File: src/rtl/gray_pkg.sv
// Shared types and helpers for the Gray-code sequencer.
// State encoding plus binary/Gray conversion functions.
package gray_pkg;

    typedef enum logic [1:0] {
        S_IDLE = 2'd0,
        S_RUN  = 2'd1,
        S_DONE = 2'd2
    } state_t;

    function automatic logic [31:0] bin2gray(input logic [31:0] b);
        return b ^ (b >> 1);
    endfunction

    function automatic logic [31:0] gray2bin(input logic [31:0] g);
        logic [31:0] b;
        b[31] = g[31];
        for (int i = 30; i >= 0; i--) begin
            b[i] = b[i+1] ^ g[i];
        end
        return b;
    endfunction

endpackage

File: src/rtl/gray_step_core.sv
// Binary position register with a registered Gray image.
// q is loaded from the next binary value, so it never glitches.
module gray_step_core
    import gray_pkg::*;
#(
    parameter int W = 3
) (
    input  logic         ck,
    input  logic         res,
    input  logic         en,
    input  logic         dir,
    input  logic         clr,
    output logic [W-1:0] q
);

    logic [W-1:0] b;
    logic [W-1:0] b_n;

    // Next binary position: clear, step up/down modulo 2^W, or hold
    always_comb begin
        b_n = b;
        if (clr) begin
            b_n = '0;
        end else if (en) begin
            b_n = dir ? (b - W'(1)) : (b + W'(1));
        end
    end

    // Binary and Gray registers update together on the same edge
    always_ff @(posedge ck) begin
        if (res) begin
            b <= '0;
            q <= '0;
        end else begin
            b <= b_n;
            q <= W'(bin2gray(32'(b_n)));
        end
    end

endmodule

File: src/rtl/gray_seq_ctrl.sv
// Bounded Gray-code sweep sequencer.
// Runs a counted number of steps in one direction, then pulses done.
module gray_seq_ctrl
    import gray_pkg::*;
#(
    parameter int W = 3
) (
    input  logic         ck,
    input  logic         res,
    input  logic         start,
    input  logic [W-1:0] len,
    input  logic         dir,
    input  logic         pause,
    input  logic         zero,
    output logic [W-1:0] q,
    output logic         busy,
    output logic         done,
    output logic         err
);

    localparam logic [W:0] FULL = {1'b1, {W{1'b0}}};

    state_t     state;
    state_t     nxt;
    logic [W:0] rem;
    logic [W:0] rem_n;
    logic       dir_r;
    logic       dir_n;
    logic       err_q;
    logic       en;
    logic       clr;
    logic [W:0] load;

    assign load = (len == '0) ? FULL : {1'b0, len};

    // Next-state, step count and core controls
    always_comb begin
        nxt   = state;
        rem_n = rem;
        dir_n = dir_r;
        en    = 1'b0;
        clr   = 1'b0;
        case (state)
            S_IDLE: begin
                if (start) begin
                    rem_n = load;
                    dir_n = dir;
                    nxt   = S_RUN;
                end else if (zero) begin
                    clr = 1'b1;
                end
            end
            S_RUN: begin
                if (!pause) begin
                    en    = 1'b1;
                    rem_n = rem - (W+1)'(1);
                    if (rem == (W+1)'(1)) begin
                        nxt = S_DONE;
                    end
                end
            end
            S_DONE: begin
                if (start) begin
                    rem_n = load;
                    dir_n = dir;
                    nxt   = S_RUN;
                end else begin
                    nxt = S_IDLE;
                end
            end
            default: begin
                nxt = S_IDLE;
            end
        endcase
    end

    // Control state, remaining count, latched direction and err pulse
    always_ff @(posedge ck) begin
        if (res) begin
            state <= S_IDLE;
            rem   <= '0;
            dir_r <= 1'b0;
            err_q <= 1'b0;
        end else begin
            state <= nxt;
            rem   <= rem_n;
            dir_r <= dir_n;
            err_q <= (state == S_RUN) && start;
        end
    end

    assign busy = (state == S_RUN);
    assign done = (state == S_DONE);
    assign err  = err_q;

    gray_step_core #(
        .W(W)
    ) u_core (
        .ck (ck),
        .res(res),
        .en (en),
        .dir(dir_r),
        .clr(clr),
        .q  (q)
    );

endmodule

File: config.mk
export PLATFORM = sky130hd
export DESIGN_NAME = gray_seq_ctrl
export DESIGN_NICKNAME = d
export VERILOG_FILES = /design/src/rtl/gray_pkg.sv /design/src/rtl/gray_step_core.sv /design/src/rtl/gray_seq_ctrl.sv
export SDC_FILE = /design/constraint.sdc
export NUM_CORES = 1
export LEC_CHECK = 0
export ABC_AREA = 1
export CORE_MARGIN = 2
export CORE_UTILIZATION = 45
export DETAILED_ROUTE_END_ITERATION = 6
export GPL_TIMING_DRIVEN = 0
export PLACE_DENSITY = 0.72
export SYNTH_ARGS = -nofsm -noshare
export SYNTH_HDL_FRONTEND = slang
export SYNTH_SLANG_ARGS = --single-unit
File: constraint.sdc
create_clock -name ck -period 3.2 [get_ports ck]
set_input_delay 0.64 -clock ck [delete_from_list [all_inputs] [get_ports ck]]
set_output_delay 0.64 -clock ck [all_outputs]
set_load 0.05 [all_outputs]
# [Yosys cells after proc, flatten, opt, wreduce, memory -nomap -nowiden]
# Cells that the tools add are included.
[op_classes] addsub=3 n_eq_ne=7 n_mux=17 n_bitwise=1 n_reduce_logical=8
[op_table] op="4-bit two-way mux" count=3
[op_table] op="3-bit two-way mux" count=3
[op_table] op="4-bit case mux with 2 select lines" count=1
[op_table] op="1-bit two-way mux" count=6
[op_table] op="2-bit two-way mux" count=3
[op_table] op="2-bit case mux with 3 select lines" count=1
[op_table] op="3-bit AND reduction" count=2
[op_table] op="4-bit by 1-bit == test with 1-bit output, second input constant" count=1
[op_table] op="2-bit by 1-bit inequality test with 1-bit output, second input constant" count=2
[op_table] op="2-bit inequality test, second input constant" count=2
[op_table] op="4-bit by 1-bit subtractor with 4-bit output, second input constant" count=1
[op_table] op="3-bit by 1-bit adder with 3-bit output, second input constant" count=1
[op_table] op="3-bit logical NOT" count=1
[op_table] op="3-bit by 1-bit subtractor with 3-bit output, second input constant" count=1
[op_table] op="3-bit by 2-bit bitwise XOR with 3-bit output" count=1
[op_table] op="2-bit by 1-bit == test with 1-bit output, second input constant" count=1
[op_table] op="2-bit == test, second input constant" count=1
[op_table] op="2-bit logical NOT" count=1
[op_table] op="2-bit AND reduction" count=1
[op_table] op="2-bit nonzero test" count=1
[op_table] op="2-bit OR reduction" count=1
[op_table] op="1-bit logical AND" count=1
[word_totals] regBits=14 output_inout_bits=6

# [Logic depth before layout (Yosys ltp)]
# Gate-level depths: netlist of the first run.
[depth] depth_word=5 mapped_depth=11 depth_no_buf=11

# [By module]
# From an unflattened synthesis of the first run, not the netlist that was laid out.
[unflattened] hier_cells=111 area_unflattened_um2=764.5
[modules_own_cells] module="gray_seq_ctrl" n_inst=1 cells_per_inst=74 area_per_inst_um2=500.5 seq_area_each_um2=160.2
[modules_own_cells] module="gray_step_core" n_inst=1 cells_per_inst=37 area_per_inst_um2=264.0 seq_area_each_um2=100.1

# [Worst setup path before layout of the first run]
# OpenSTA, ideal clock, no wires.
[synth_path] kind="register to output" from="reg state[0]" to="out done" arrival_time_ns=1.096 required_time_ns=2.560 setup_slack_ns=1.464 stages_incl_launch_ff=3 n_path_buf=1 cell_sequence="dfxtp_1 buf_4 nor2_1"
[synth_via] elab_chain_len=1
[synth_rtl] element="from (decl)" line_no="gray_seq_ctrl.sv:23" source="state_t state;"
[synth_rtl] element="from (signal assigned)" line_no="gray_seq_ctrl.sv:85" source="state <= nxt;"
[synth_rtl] element="2-bit == test" line_no="gray_seq_ctrl.sv:93" source="assign done = (state == S_DONE);"
[synth_rtl] element="to (decl)" line_no="gray_seq_ctrl.sv:17" source="output logic done,"
# Every way passes these cells.

# [Worst setup path in the final report of the first run]
[layout_path] from="reg state[0]" to="out busy"
[layout_via] elab_chain_len=1
[layout_rtl] element="2-bit by 1-bit == test with 1-bit output" line_no="gray_seq_ctrl.sv:92" source="assign busy = (state == S_RUN);"
[layout_rtl] element="to (decl)" line_no="gray_seq_ctrl.sv:16" source="output logic busy,"
# Every way passes these cells.

==> Implementation_results.wiki, run 1 <==
{| class="wikitable"
! Metric !! Value
|-
| CTS hold repair buffers || 0
|-
| I/O Pins || 15
|-
| Final HPWL DP || 1.05 mm
|-
| Cell type with the highest aggregate area in the netlist || dfxtp_1
|-
| Drt total wl || 1.38 mm
|-
| Net count reported at finish || 127
|-
| Minimum period implied by the final worst setup slack || 2340 ps
|-
| Worst Max-Slew Pin Slew || 499 ps
|-
| Final hold violations || 0
|-
| Detailed-route DRC error count || 0
|-
| Endpoint required time on the critical path || 2560 ps
|-
| Summed negative setup slack over all endpoints || 0 ps
|-
| Mean area per synthesized cell || 7.25 um2
|-
| Cell types with the highest counts after synthesis || 20 x nand2_1, 13 x dfxtp_1, 12 x inv_1, 12 x nor2_1
|-
| Max Clock Skew || 7.47 ps
|-
| Async set-reset flop share out of synthesis || 0%
|-
| Proportion of total power due to net switching || 35.0%
|-
| Level count of the clock H-tree || 1
|-
| Source of the worst hold timing path || rem[2]$_SDFFE_PP0P_
|-
| Worst hold slack after final layout || 542 ps
|-
| Number of antenna violations at the first check in global routing || 0
|-
| Core region area || 1470 um2
|-
| Run status || finished clean
|-
| CP startpoint kind || flip-flop
|-
| Hold/Removal Path Class || flip-flop to flip-flop
|-
| Power density normalized to cell area || 479 nW/um2
|-
| Post-synthesis cell type count || 20
|-
| Number of input and output port buffers inserted || 14
|-
| Global-route wire length before repair || 2.39 mm
|-
| Area growth from synthesis to final layout || 26.8%
|-
| Core Rows || 14
|-
| Standby leakage power || 0.000404 uW
|-
| Synthesized net count || 108
|-
| Internal power contribution || 275 uW
|-
| Sequential fraction of design power || 43.6%
|-
| #FFs+latches synth || 13
|-
| Remaining global-route overflow || 0
|-
| Relative slew margins || 66.6%
|-
| Clock share of power || 24.7%
|-
| Clock transition at the registers of the reported paths || 90 ps
|-
| Die Span X || 43.3 um
|-
| Routed via count || 641
|-
| Post-synthesis sequential area ratio || 37.4%
|-
| Post-CTS Resized || 0
|-
| Count of flip-flops with a built-in enable after synthesis || 0
|-
| Y dimension of the die || 43.3 um
|-
| Number of antenna cells inserted || 0
|-
| Starting Density || 47.3%
|-
| Cell Area, Placed || 856 um2
|-
| Number of warnings reported in the yosys synthesis log || 0
|-
| Peak fanout along the critical path || 8
|-
| Worst Path Arrival || 1700 ps
|-
| Capturing element type of the critical path || output pin
|-
| Worst hold path depth || 2
|-
| Combined area of all synthesized cells || 696 um2
|-
| Fraction of synthesized cell area taken by the top area cell type || 37.4%
|-
| Layout cells sized above 1 || 14.0%
|-
| Largest net degree at the start of global routing || 10
|-
| Leading cell types by total area after synthesis || dfxtp_1 37%, nand2_1 11%, inv_1 6.5%, nor2_1 6.5%, nand3_1 4.3%
|-
| Area of the die || 1880 um2
|-
| Root Driver || clkbuf_4
|-
| Count of antenna-violating nets left after detailed routing || 0
|-
| Pre-CTS worst setup slack || 1170 ps
|-
| Clock tree buffer depth || 2
|-
| Cell with the most instances after synthesis || nand2_1
|-
| End-of-flow core utilization || 59.9%
|-
| Number of search-and-repair iterations in the first detailed-routing pass || 4
|-
| Clock insertion delay at the later pin of the skew report || 280 ps
|-
| Final number of max-transition violations || 0
|-
| Worst supply voltage drop on vdd || 0.342 mV
|-
| Final WS setup || 858 ps
|-
| Comb pwr share || 31.7%
|-
| Combined global-route utilization of all metal layers || 17.1%
|-
| R2R cell count || 10
|-
| Vias in the first global route || 597
|-
| Via density per instance || 4.93
|-
| Fmax || 427 MHz
|-
| Detailed router's first-iteration violation count || 7
|-
| Predominant post-synthesis flop cell || dfxtp_1
|-
| Average wire per cell in the routed design || 10.6 um
|-
| Net switching power || 148 uW
|-
| Final instance area || 882 um2
|-
| Final count of negative-setup-slack endpoints || 0
|-
| Hold Path Sink || rem[2]$_SDFFE_PP0P_
|-
| Mapped Cells || 96
|-
| Total of max-cap violations || 0
|-
| CTS buffer count || 3
|-
| CTS tree || done
|-
| Portion of the clock cycle consumed by the worst path in the final layout || 73.2%
|-
| GPL Wtd Cong || 0.796
|-
| Clk sinks || 13
|-
| Reg2reg setup slack || 1690 ps
|-
| Reg-to-reg critical path endpoint || u_core.q[1]$_SDFF_PP0_
|-
| Setup repair after global routing missed its margin || false
|-
| Post-CTS setup buffers || 0
|-
| Fill cell count || 129
|-
| Critical Setup Path Class || flip-flop to output pin
|-
| Critical register-to-register path startpoint || dir_r$_SDFFE_PP0P_
|}
power by group through the flow:
stage,Sequential [uW],Combinational (uW),Clock [uW]
floorplan,199,83.9,0
detailed placement,188,133,0
global route,186,150,112
global placement,188,130,0
CTS,184,134,105
finish,184,134,104
cells in the final DEF (no fill, tap or decap):
cell and count:
nand2_4 1, nand4_1 3, ha_1 2, inv_1 12, clkdlybuf4s50_1 14, buf_4 2
clkinv_4 1, nand3_2 2, dfxtp_1 13, nor2_8 1, nor2_2 1, clkbuf_1 1
nor2_1 12, nand2_2 2, a31oi_1 1, fa_1 1, nand3_1 6, nand2_1 20
clkbuf_4 3, a21oi_1 5, o21ai_0 6, inv_2 3, o21ai_1 2
worst max-delay path, stage by stage, from the launching register on:
cell,delay [ps]
dfxtp_1,320
buf_4,160
nand2_4,90
clkinv_4,60
clkdlybuf4s50_1,790
cell families after synthesis:
logic type,count (synthesis),synth area share [%]
and+or+nand+nor,48,34.4
buffers and inverters,18,11.5
AOI/OAI and AO/OA,14,10.3
DFF,13,37.4
adders and majority gates,3,6.47
flip-flops by register name (all words and copies together), names as in the netlist:
register / count
rem: 4
u_core.q: 2
err: 1
state: 2
dir_r: 1
u_core.b: 3
worst max path at each step:
stage                                     start   end  cells after the start
after floorplan           state[0]$_SDFFE_PP0P_  done                      2
after global placement    state[0]$_SDFFE_PP0P_  busy                      4
after detailed placement  state[0]$_SDFFE_PP0P_  busy                      4
after CTS                 state[0]$_SDFFE_PP0P_  busy                      4
after global routing      state[0]$_SDFFE_PP0P_  busy                      4
final                     state[0]$_SDFFE_PP0P_  busy                      4
metal layers:
layer | GRT usage, % | vias up | routed length (um)
met5 | 0 | - | 0
met4 | 6.67 | 0 | 21
met3 | 6.38 | 4 | 96
met2 | 26.9 | 23 | 630
met1 | 21.1 | 274 | 635
li1 | - | 340 | -
through the flow:
stage,total power [uW],std cells
finish,422,130
global route,448,130
floorplan,283,96
global placement,318,126
detailed placement,321,126
CTS,423,130
area by class of cell:
| cell class | instances | area, um2 | share of cell area, % |
|---|---|---|---|
| inverters | 16 | 65.1 | 7.38 |
| clock buffers | 4 | 26.3 | 2.98 |
| well taps | 16 | 20.0 | 2.27 |
| flip-flops and latches | 13 | 260 | 29.5 |
| multi-input cells | 65 | 355 | 40.3 |
| repair buffers | 14 | 140 | 15.9 |
| plain buffers | 2 | 15.0 | 1.70 |
No activity file was read; power rests on OpenSTA's default activity.
==> run 2: changes to the inputs <==
clock period = 2.2 ns   (was 3.2 ns; I/O delays follow)
==> Implementation_results.wiki, run 2 (synthesized netlist as in run 1, its figures left out) <==
{| class="wikitable"
! Metric !! Value
|-
| Run status || finished clean
|-
| Clk sinks || 13 (unchanged)
|-
| Average wire per cell in the routed design || 10.7 um (+0.14%)
|-
| Hold/Removal Path Class || flip-flop to flip-flop
|-
| CP startpoint kind || flip-flop
|-
| Area growth from synthesis to final layout || 27.2%
|-
| Largest net degree at the start of global routing || 10 (unchanged)
|-
| Count of antenna-violating nets left after detailed routing || 0 (unchanged)
|-
| Starting Density || 47.3% (unchanged)
|-
| End-of-flow core utilization || 60.1% (+0.17 points)
|-
| CTS tree || done
|-
| Worst Max-Slew Pin Slew || 503 ps (+3.76 ps)
|-
| Worst hold slack after final layout || 542 ps (unchanged)
|-
| Worst supply voltage drop on vdd || 0.497 mV (+45%)
|-
| Number of antenna violations at the first check in global routing || 0 (unchanged)
|-
| Combined area of the multi-input logic cells || 355 um2 (unchanged)
|-
| Critical Setup Path Class || flip-flop to output pin
|-
| Y dimension of the die || 43.3 um (unchanged)
|-
| Detailed router's first-iteration violation count || 7 (unchanged)
|-
| Detailed-route DRC error count || 0 (unchanged)
|-
| Core region area || 1470 um2 (unchanged)
|-
| Power density normalized to cell area || 694 nW/um2 (+45%)
|-
| Number of search-and-repair iterations in the first detailed-routing pass || 4 (unchanged)
|-
| Remaining global-route overflow || 0 (unchanged)
|-
| I/O Pins || 15 (unchanged)
|-
| Cell Area, Placed || 856 um2 (unchanged)
|-
| Max Clock Skew || 7.47 ps (unchanged)
|-
| Peak fanout along the critical path || 8 (unchanged)
|-
| Most common cell after layout, fill and taps aside || nand2_1
|-
| Clock transition at the registers of the reported paths || 90 ps (about the same)
|-
| Die Span X || 43.3 um (unchanged)
|-
| Registers with the most flip-flops || rem x4, u_core.b x3
|-
| GPL Wtd Cong || 0.796 (unchanged)
|-
| Fmax || 480 MHz
|-
| Termination of the worst setup path || done
|-
| R2R cell count || 10 (unchanged)
|-
| Net count reported at finish || 127 (unchanged)
|-
| Clock tree buffer depth || 2 (unchanged)
|-
| Final number of max-transition violations || 0 (unchanged)
|-
| Max reg flops || 4 (unchanged)
|-
| Portion of the clock cycle consumed by the worst path in the final layout || 94.7%
|-
| Clock insertion delay at the later pin of the skew report || 280 ps (about the same)
|-
| Final count of negative-setup-slack endpoints || 0 (unchanged)
|-
| Commonest cells after routing, fill and taps aside || 20 x nand2_1, 13 x dfxtp_1, 13 x clkdlybuf4s50_1, 12 x nor2_1, 12 x inv_1
|-
| Capturing element type of the critical path || output pin
|-
| Number of input and output port buffers inserted || 14 (unchanged)
|-
| Level count of the clock H-tree || 1 (unchanged)
|-
| Start point of the critical path || state[0]$_SDFFE_PP0P_
|-
| Via density per instance || 4.93 (unchanged)
|-
| Final HPWL DP || 1.05 mm (unchanged)
|-
| Core Rows || 14 (unchanged)
|-
| Reg-to-reg critical path endpoint || u_core.q[1]$_SDFF_PP0_
|-
| Storage cell area || 260 um2 (unchanged)
|-
| Minimum period implied by the final worst setup slack || 2080 ps
|-
| Number of cells in the design after placement || 126 (unchanged)
|-
| Standby leakage power || 0.000417 uW (+3.3%)
|-
| Area of the die || 1880 um2 (unchanged)
|-
| Root Driver || clkbuf_4
|-
| Final instance area || 885 um2 (+0.28%)
|-
| Drt total wl || 1.39 mm (+0.14%)
|-
| Summed negative setup slack over all endpoints || 0 ps (unchanged)
|-
| Critical register-to-register path startpoint || dir_r$_SDFFE_PP0P_
|-
| Total of max-cap violations || 0 (unchanged)
|-
| Layout cells sized above 1 || 14.0% (unchanged)
|-
| Routed via count || 641 (unchanged)
|-
| Final hold violations || 0 (unchanged)
|-
| Vias in the first global route || 597 (unchanged)
|-
| Fill cell count || 129 (unchanged)
|-
| Combined global-route utilization of all metal layers || 17.1% (unchanged)
|-
| Number of antenna cells inserted || 0 (unchanged)
|-
| Endpoint required time on the critical path || 1760 ps (-800 ps)
|-
| Global-route wire length before repair || 2.39 mm (unchanged)
|-
| Count of non-filler cells in the finished layout || 130 (unchanged)
|-
| CTS buffer count || 3 (unchanged)
|-
| Reg2reg setup slack || 690 ps (-1000 ps)
|-
| CTS hold repair buffers || 0 (unchanged)
|-
| Most flops, register || rem
|-
| Setup repair after global routing missed its margin || false
|-
| Relative slew margins || 66.4% (-0.20 points)
|-
| Worst Path Arrival || 1640 ps (-60 ps)
|}
-- run 2: what timing repair did --
item | CTS | global route
endpoints found under the setup margin | 0 | 1
buffers inserted | 0 | 0
gates resized for setup | 0 | 1
-- run 2: area by class of cell --
class | instances | area share (%)
Inverter | 16 | 7.36
Sequential cell | 13 | 29.4
Timing Repair Buffer | 14 | 16.1
Tap cell | 16 | 2.26
Buffer | 2 | 1.70
Multi-Input combinational cell | 65 | 40.2
Clock buffer | 4 | 2.97
-- run 2: worst min-delay path by stage --
stage	start	to	slack, ps	depth (start not counted)
floorplan	rem[2]$_SDFFE_PP0P_	rem[2]$_SDFFE_PP0P_	480	2
global placement	rem[2]$_SDFFE_PP0P_	rem[2]$_SDFFE_PP0P_	510	2
detailed placement	rem[2]$_SDFFE_PP0P_	rem[2]$_SDFFE_PP0P_	530	2
CTS	rem[2]$_SDFFE_PP0P_	rem[2]$_SDFFE_PP0P_	540	2
global route	rem[2]$_SDFFE_PP0P_	rem[2]$_SDFFE_PP0P_	580	2
finish	rem[2]$_SDFFE_PP0P_	rem[2]$_SDFFE_PP0P_	540	2
-- run 2: metrics by stage --
step,power [uW],worst slack [ps]
after floorplan,412,664
after global placement,463,378
after detailed placement,467,374
after CTS,615,56.1
after global routing,651,53.8
final,614,116
-- run 2: report_power, final --
part | total, uW | internal [uW] | leakage [uW] | switching, uW
clock network | 152 | 70.4 | 0.0000150 | 81.4
registers | 268 | 258 | 0.000107 | 9.59
logic | 194 | 70.5 | 0.000295 | 124
-- run 2: routing by layer --
layer / wire, um / vias up / share of wire [%] / GRT usage [%]
met5: 0 / - / 0 / 0
li1: - / 340 / - / -
met1: 635 / 274 / 46 / 21.1
met2: 630 / 23 / 45 / 26.9
met4: 21 / 0 / 1.5 / 6.67
met3: 98 / 4 / 7.1 / 6.38
-- run 2: critical path, stage by stage, from the launching register on --
cell and delay, ps:
dfxtp_1 310, buf_4 160, nor2_1 100, clkdlybuf4s50_1 800
==> run 3: changes to the inputs <==
MAX_ROUTING_LAYER = met4   (was unset)
==> Implementation_results.wiki, run 3 (synthesized netlist as in run 1, its figures left out) <==
{| class="wikitable"
! Metric !! Value
|-
| Routed via count || 643 (+0.31%)
|-
| Vias in the first global route || 597 (unchanged)
|-
| Area growth from synthesis to final layout || 27.2% (unchanged)
|-
| Max reg flops || 4 (unchanged)
|-
| Worst supply voltage drop on vdd || 0.493 mV (-0.84%)
|-
| Clock insertion delay at the later pin of the skew report || 280 ps (about the same)
|-
| Number of input and output port buffers inserted || 14 (unchanged)
|-
| Number of search-and-repair iterations in the first detailed-routing pass || 4 (unchanged)
|-
| Final HPWL DP || 1.05 mm (unchanged)
|-
| Portion of the clock cycle consumed by the worst path in the final layout || 94.5% (-0.17 points)
|-
| Final number of max-transition violations || 0 (unchanged)
|-
| Core Rows || 14 (unchanged)
|-
| Drt total wl || 1.38 mm (-0.65%)
|-
| GPL Wtd Cong || 0.808 (+1.4%)
|-
| Registers with the most flip-flops || rem x4, u_core.b x3
|-
| Number of antenna cells inserted || 0 (unchanged)
|-
| Remaining global-route overflow || 0 (unchanged)
|-
| Setup repair after global routing missed its margin || false
|-
| Max Clock Skew || 7.46 ps (-0.0130 ps)
|-
| Global-route wire length before repair || 2.39 mm (unchanged)
|-
| CTS tree || done
|-
| Worst Path Arrival || 1640 ps (about the same)
|-
| I/O Pins || 15 (unchanged)
|-
| Combined global-route utilization of all metal layers || 17.6% (+0.53 points)
|-
| Clk sinks || 13 (unchanged)
|-
| CP startpoint kind || flip-flop
|-
| Die Span X || 43.3 um (unchanged)
|-
| Layout cells sized above 1 || 14.0% (unchanged)
|-
| End-of-flow core utilization || 60.1% (unchanged)
|-
| Relative slew margins || 66.4% (unchanged)
|-
| Area of the die || 1880 um2 (unchanged)
|-
| Peak fanout along the critical path || 8 (unchanged)
|-
| Root Driver || clkbuf_4
|-
| Final count of negative-setup-slack endpoints || 0 (unchanged)
|-
| Commonest cells after routing, fill and taps aside || 20 x nand2_1, 13 x dfxtp_1, 13 x clkdlybuf4s50_1, 12 x nor2_1, 12 x inv_1
|-
| Number of antenna violations at the first check in global routing || 0 (unchanged)
|-
| Post-CTS setup buffers || 0 (unchanged)
|-
| Hold/Removal Path Class || flip-flop to flip-flop
|-
| Endpoint required time on the critical path || 1760 ps (about the same)
|-
| Clock transition at the registers of the reported paths || 90 ps (about the same)
|-
| Detailed router's first-iteration violation count || 7 (unchanged)
|-
| Largest net degree at the start of global routing || 10 (unchanged)
|-
| Count of antenna-violating nets left after detailed routing || 0 (unchanged)
|-
| Starting Density || 47.3% (unchanged)
|-
| Detailed-route DRC error count || 0 (unchanged)
|-
| Net count reported at finish || 127 (unchanged)
|-
| Minimum period implied by the final worst setup slack || 2080 ps (-3.70 ps)
|-
| Total of max-cap violations || 0 (unchanged)
|-
| Critical Setup Path Class || flip-flop to output pin
|-
| Average wire per cell in the routed design || 10.6 um (-0.65%)
|-
| Worst Max-Slew Pin Slew || 503 ps (unchanged)
|-
| Capturing element type of the critical path || output pin
|-
| Cell Area, Placed || 856 um2 (unchanged)
|-
| Run status || finished clean
|-
| Final instance area || 885 um2 (unchanged)
|-
| Fmax || 481 MHz (+0.18%)
|-
| Via density per instance || 4.95 (+0.31%)
|-
| Level count of the clock H-tree || 1 (unchanged)
|-
| Most common cell after layout, fill and taps aside || nand2_1
|-
| Final hold violations || 0 (unchanged)
|-
| Power density normalized to cell area || 692 nW/um2 (-0.27%)
|-
| Core region area || 1470 um2 (unchanged)
|-
| CTS buffer count || 3 (unchanged)
|-
| Clock tree buffer depth || 2 (unchanged)
|-
| Y dimension of the die || 43.3 um (unchanged)
|-
| Standby leakage power || 0.000417 uW (unchanged)
|-
| Summed negative setup slack over all endpoints || 0 ps (unchanged)
|-
| Most flops, register || rem
|}
-- run 3: cell counts in the layout (fill, tap and decap cells not counted) --
Identical to the previous run, type by type.
-- run 3: per-layer routing --
metal	share of wire (%)	wire length, um	track usage, %	vias to the layer above
met5	0	0	-	-
met4	1.5	21	6.67	0
met2	46	630	26.9	23
met1	46	636	21.1	275
li1	-	-	-	341
met3	6.4	88	6.38	4
-- run 3: layout make-up --
type	count	area, um2
buffer	2	15.0
clock buffer	4	26.3
fill	129	587
inverter	16	65.1
multi-input combinational	65	355
sequential	13	260
tap	16	20.0
timing repair buffer	14	143
-- run 3: repair_timing --
| action | 4_1_cts | 5_1_grt |
|---|---|---|
| resized for setup | 0 | 1 |
| setup endpoints to repair | 0 | 1 |
| hold buffers | 0 | 0 |
-- run 3: metrics by stage --
step / hold WS [ps] / cells / power, uW / setup slack (ps)
2_1_floorplan: 483 / 96 / 412 / 664
3_3_place_gp: 512 / 126 / 463 / 378
3_5_place_dp: 533 / 126 / 467 / 374
4_1_cts: 545 / 130 / 615 / 56.1
5_1_grt: 581 / 130 / 651 / 53.8
6_report: 542 / 130 / 612 / 120
-- run 3: final timing paths --
kind / from / to / slack, ps / cells after the start
hold / removal: rem[2]$_SDFFE_PP0P_ / rem[2]$_SDFFE_PP0P_ / 540 / 2
hold reg to reg: rem[2]$_SDFFE_PP0P_ / rem[2]$_SDFFE_PP0P_ / 540 / 2
setup / recovery: state[0]$_SDFFE_PP0P_ / done / 120 / 3
setup reg to reg: dir_r$_SDFFE_PP0P_ / u_core.q[1]$_SDFF_PP0_ / 690 / 10
-- run 3: where the power goes --
group / switching [uW] / internal, uW / total, uW
sequential: 9.59 / 258 / 268
combinational: 124 / 70.5 / 194
clock: 79.9 / 70.3 / 150
-- run 3: worst max-delay path, stage by stage (launching register included) --
cell and delay (ps):
dfxtp_1 310, buf_4 160, nor2_1 100, clkdlybuf4s50_1 800
==> edit 1: new RTL, flow settings as in run 3 <==
Put a register stage on the outputs `busy` and `done`. The values now appear one clock later. The other outputs are not delayed to match.
--- a/src/rtl/gray_seq_ctrl.sv
+++ b/src/rtl/gray_seq_ctrl.sv
@@ -90,6 +90,8 @@
     end
 
-    assign busy = (state == S_RUN);
-    assign done = (state == S_DONE);
+    always_ff @(posedge ck) begin
+        busy <= (state == S_RUN);
+        done <= (state == S_DONE);
+    end
     assign err  = err_q;
 
Check against the original RTL: not equivalent (Yosys sat finds a counterexample within 4 cycles, from zero or initial values).
==> edit 1 against run 3 <==
  * Die area up 10%
  * Clock skew shrank 6.6 ps
  * Fmax rose by 5.5%
  * Wire length increased by 3.1%
  * Synthesized cell count rose by 8.3%
  * Setup slack improved by 110 ps
  * Final area up 8.6%
  * Sequential cell count is 2 higher
  * Utilization up 1.5 points
  * Total power grew 1.0%
  * Area after synthesis grew 11%
==> edit 1: results (changes against run 3) <==
- Status: finished, final reports clean
- Share of layout cells above drive strength 1: 13.1% (-0.92 points)
- Synth area leaders: dfxtp_1 (39%), inv_1 (10%), nand2_1 (8.7%)
- Max rail drop VDD: 313 µV (-37%)
- Sequential cell area: 300 µm² (+15%)
- Largest net degree at the start of global routing: 11 (+1)
- Vias in the first global route: 582 (-2.5%)
- Gp weighted congestion: 0.847 (+4.9%)
- Dpl hpwl: 1.09 mm (+4.3%)
- Post-DP Area: 935 µm² (+9.2%)
- Hold_sp: dir_r
- Multi-input logic cell count: 63 (-3.1%)
- CP endpoint: q[2]
- Critical Path AT: 1530 ps (-110 ps)
- Layout clock area frac: 2.73% (-0.24 points)
- FF-to-FF path depth: 7 (-3)
- First-pass GRT wire length: 2.42 mm (+1.4%)
- Via Count: 666 (+3.6%)
- Buffering overhead: 16.5% (-1.3 points)
- WHS: 536 ps (-6.47 ps)
- Synth top area share: 38.8% (+1.4 points)
- Dpl cells: 134 (+6.3%)
- Initial DRC Count: 16 (+9)
- Final period util: 89.6% (-4.9 points)
- Inverters: 24 (+8)
- Slew @ Worst Pin: 493 ps (-9.36 ps)
- Library cells used by synthesis: 23 (+15%)
- Count of non-filler cells in the finished layout: 138 (+6.2%)
edit 1: cell families after synthesis:
kind of cell | after synthesis | share of synthesized area [%]
buf+inv | 26 | 14.1
fa+ha+maj | 3 | 5.82
flops | 15 | 38.8
compound gates | 17 | 11.6
simple gates | 42 | 28.6
xor+xnor | 1 | 1.13
edit 1: power by group through the flow:
stage | logic (mW) | clock network (mW) | registers [mW]
after detailed placement | 0.161 | 0 | 0.307
after floorplan | 0.0930 | 0 | 0.328
final | 0.162 | 0.156 | 0.301
after global placement | 0.158 | 0 | 0.307
after global routing | 0.181 | 0.179 | 0.304
after CTS | 0.162 | 0.162 | 0.301
edit 1: metal layers:
layer,global-route usage (%),vias to the layer above,part of all wire (%)
li1,-,362,-
met1,21.4,286,49
met3,5.16,5,3.7
met4,10.6,0,2.7
met2,24.5,13,44
met5,-,-,0
edit 1: worst max-delay path, cell delays in order (launching register included):
cell and delay [ps]:
dfxtp_1 350, buf_4 110, clkdlybuf4s50_1 790
==> edit 2: new RTL, flow settings as in run 3 <==
Made on the original files. `W` is set to 3 in 2 places; all go to 5.
--- a/src/rtl/gray_step_core.sv
+++ b/src/rtl/gray_step_core.sv
@@ -4,5 +4,5 @@
     import gray_pkg::*;
 #(
-    parameter int W = 3
+    parameter int W = 5
 ) (
     input  logic         ck,
--- a/src/rtl/gray_seq_ctrl.sv
+++ b/src/rtl/gray_seq_ctrl.sv
@@ -4,5 +4,5 @@
     import gray_pkg::*;
 #(
-    parameter int W = 3
+    parameter int W = 5
 ) (
     input  logic         ck,
Ports: changed (resized len and q); port bits go from 15 to 19. No check against the original RTL was run, so the function may have changed too.
==> edit 2 against run 3 <==
  * Via count is 60% higher
  * Total power up 52%
  * Final area rose by 57%
  * Critical path depth stayed put
  * Setup slack worse by 31 ps
  * Final cell count increased by 68%
  * Die area is 58% higher
  * Area after synthesis increased by 65%
  * Register-to-register slack lost 90 ps
  * Sequential share of layout area shrank 2.1 points
  * Wire length grew 70%
  * Fmax down 1.5%
  * Sequential cell count up 6
  * Utilization fell by 3.5 points
==> edit 2: results (changes against run 3) <==
- First-pass GRT wire length: 3.97 mm (+66%)
- Vias in the first global route: 988 (+65%)
- Slew HR: 66.1% (-0.36 points)
- All-Layer GR Usage: 19.2% (+1.6 points)
- Worst-case hold path end point: rem[4]
- Status: finished, final reports clean
- Share of layout cells above drive strength 1: 11.7% (-2.3 points)
- Initial DRC Count: 8 (+1)
- FILL cells: 235 (+82%)
- RR Endpoint: u_core.q[3]
- Max rail drop VDD: 455 µV (-7.6%)
- Dpl hpwl: 1.85 mm (+76%)
- Synth area leaders: dfxtp_1 (33%), nand2_1 (12%), nor2_1 (9.2%)
- Worst R2R Setup Slack: 600 ps (-90 ps)
- # nets final: 206 (+62%)
- Max incr delay on CP: 800 ps (about the same)
- FF-to-FF path depth: 8 (-2)
- Via Count: 1,029 (+60%)
- Top Registers: rem x6, u_core.b x5, u_core.q x4
- Cell internal pwr: 0.582 mW (+46%)
- Library cells used by synthesis: 28 (+40%)
- Post-synthesis compound-gate area fraction: 10.0% (-0.22 points)
- Port Buffers: 18 (+4)
- CP Max Fanout: 3 (-5)
- Critical Path AT: 1670 ps (+30 ps)
- Commonest cells in the synthesized netlist: nand2_1 (37), nor2_1 (28), inv_1 (26)
- Syn Nets: 183 (+69%)
- Clk_skew: 2.20 ps (-5.26 ps)
- Sequential-to-total area share from yosys stat: 33.2% (-4.3 points)
- Clk slew on worst S/H paths: 110 ps (+20 ps)
- Gp weighted congestion: 0.903 (+12%)
- Hold_sp: rem[4]
- Largest net degree at the start of global routing: 11 (+1)
- Adder-cell area share of the yosys netlist: 7.20% (+0.72 points)
-- edit 2: cell count changes after synthesis, sizes merged, moves of 3 or more --
| cell | delta |
|---|---|
| nor2 | +18 |
| ha | +3 |
| inv | +14 |
| nand2 | +17 |
| o21ai | +3 |
| dfxtp | +6 |
| nand3 | +3 |
-- edit 2: kinds of logic after synthesis --
group	count (synthesis)
adders and majority gates	6
AOI/OAI and AO/OA	21
and+or+nand+nor	88
buffers and inverters	32
DFF	19
-- edit 2: timing repair --
action                                  4_1_cts  5_1_grt
endpoints found under the setup margin        1        0
hold buffers                                  0        0
resized for setup                             1        0
-- edit 2: worst max-delay path by stage --
stage                       to      from  cells past startpoint
after CTS                 done  state[1]                      3
after global routing      done  state[1]                      3
after detailed placement  busy  state[0]                      4
after floorplan           done  state[1]                      2
after global placement    busy  state[0]                      4
final                     done  state[1]                      3
-- edit 2: tightest hold or removal path: cells and delay by family, from the launching register on --
family	cells	cell delay (ps)
flip-flops	1	330
AND/OR/NAND/NOR	1	60
AO/OA/AOI/OAI	1	50
-- edit 2: through the flow --
| stage | cell area [µm²] | hold WS [ps] | util [%] | setup slack (ps) | instances |
|---|---|---|---|---|---|
| final | 1390 | 478 | 56.6 | 88.8 | 218 |
| after global routing | 1390 | 489 | 56.6 | 6.68 | 218 |
| after CTS | 1390 | 476 | 56.6 | 75.0 | 218 |
| after detailed placement | 1370 | 460 | 55.6 | 293 | 214 |
| after global placement | 1370 | 456 | 55.6 | 309 | 214 |
| after floorplan | 1150 | 444 | - | 658 | 166 |
-- edit 2: power groups by stage --
| stage | Clock, mW | Combinational [mW] | Sequential, mW |
|---|---|---|---|
| 6_report | 0.178 | 0.352 | 0.404 |
| 5_1_grt | 0.197 | 0.394 | 0.408 |
| 4_1_cts | 0.180 | 0.355 | 0.403 |
| 3_5_place_dp | 0 | 0.355 | 0.411 |
| 3_3_place_gp | 0 | 0.345 | 0.410 |
| 2_1_floorplan | 0 | 0.224 | 0.445 |
-- edit 2: per-layer routing --
layer | GRT usage (%) | vias to the layer above | routed length (µm) | share of wire [%]
met1 | 19.8 | 455 | 1050 | 45
li1 | - | 557 | - | -
met3 | 3.55 | 4 | 71 | 3.0
met4 | 7.08 | 0 | 24 | 1.0
met5 | - | - | 0 | 0
met2 | 35.7 | 13 | 1200 | 51
-- edit 2: cell type report --
cell class              instances  area [µm²]  area share, %
inverters                      29         116           8.37
clock buffers                   4        26.3           1.89
plain buffers                   3        23.8           1.71
well taps                      30        37.5           2.70
flip-flops and latches         19         380           27.4
repair buffers                 18         179           12.9
multi-input cells             115         627           45.1
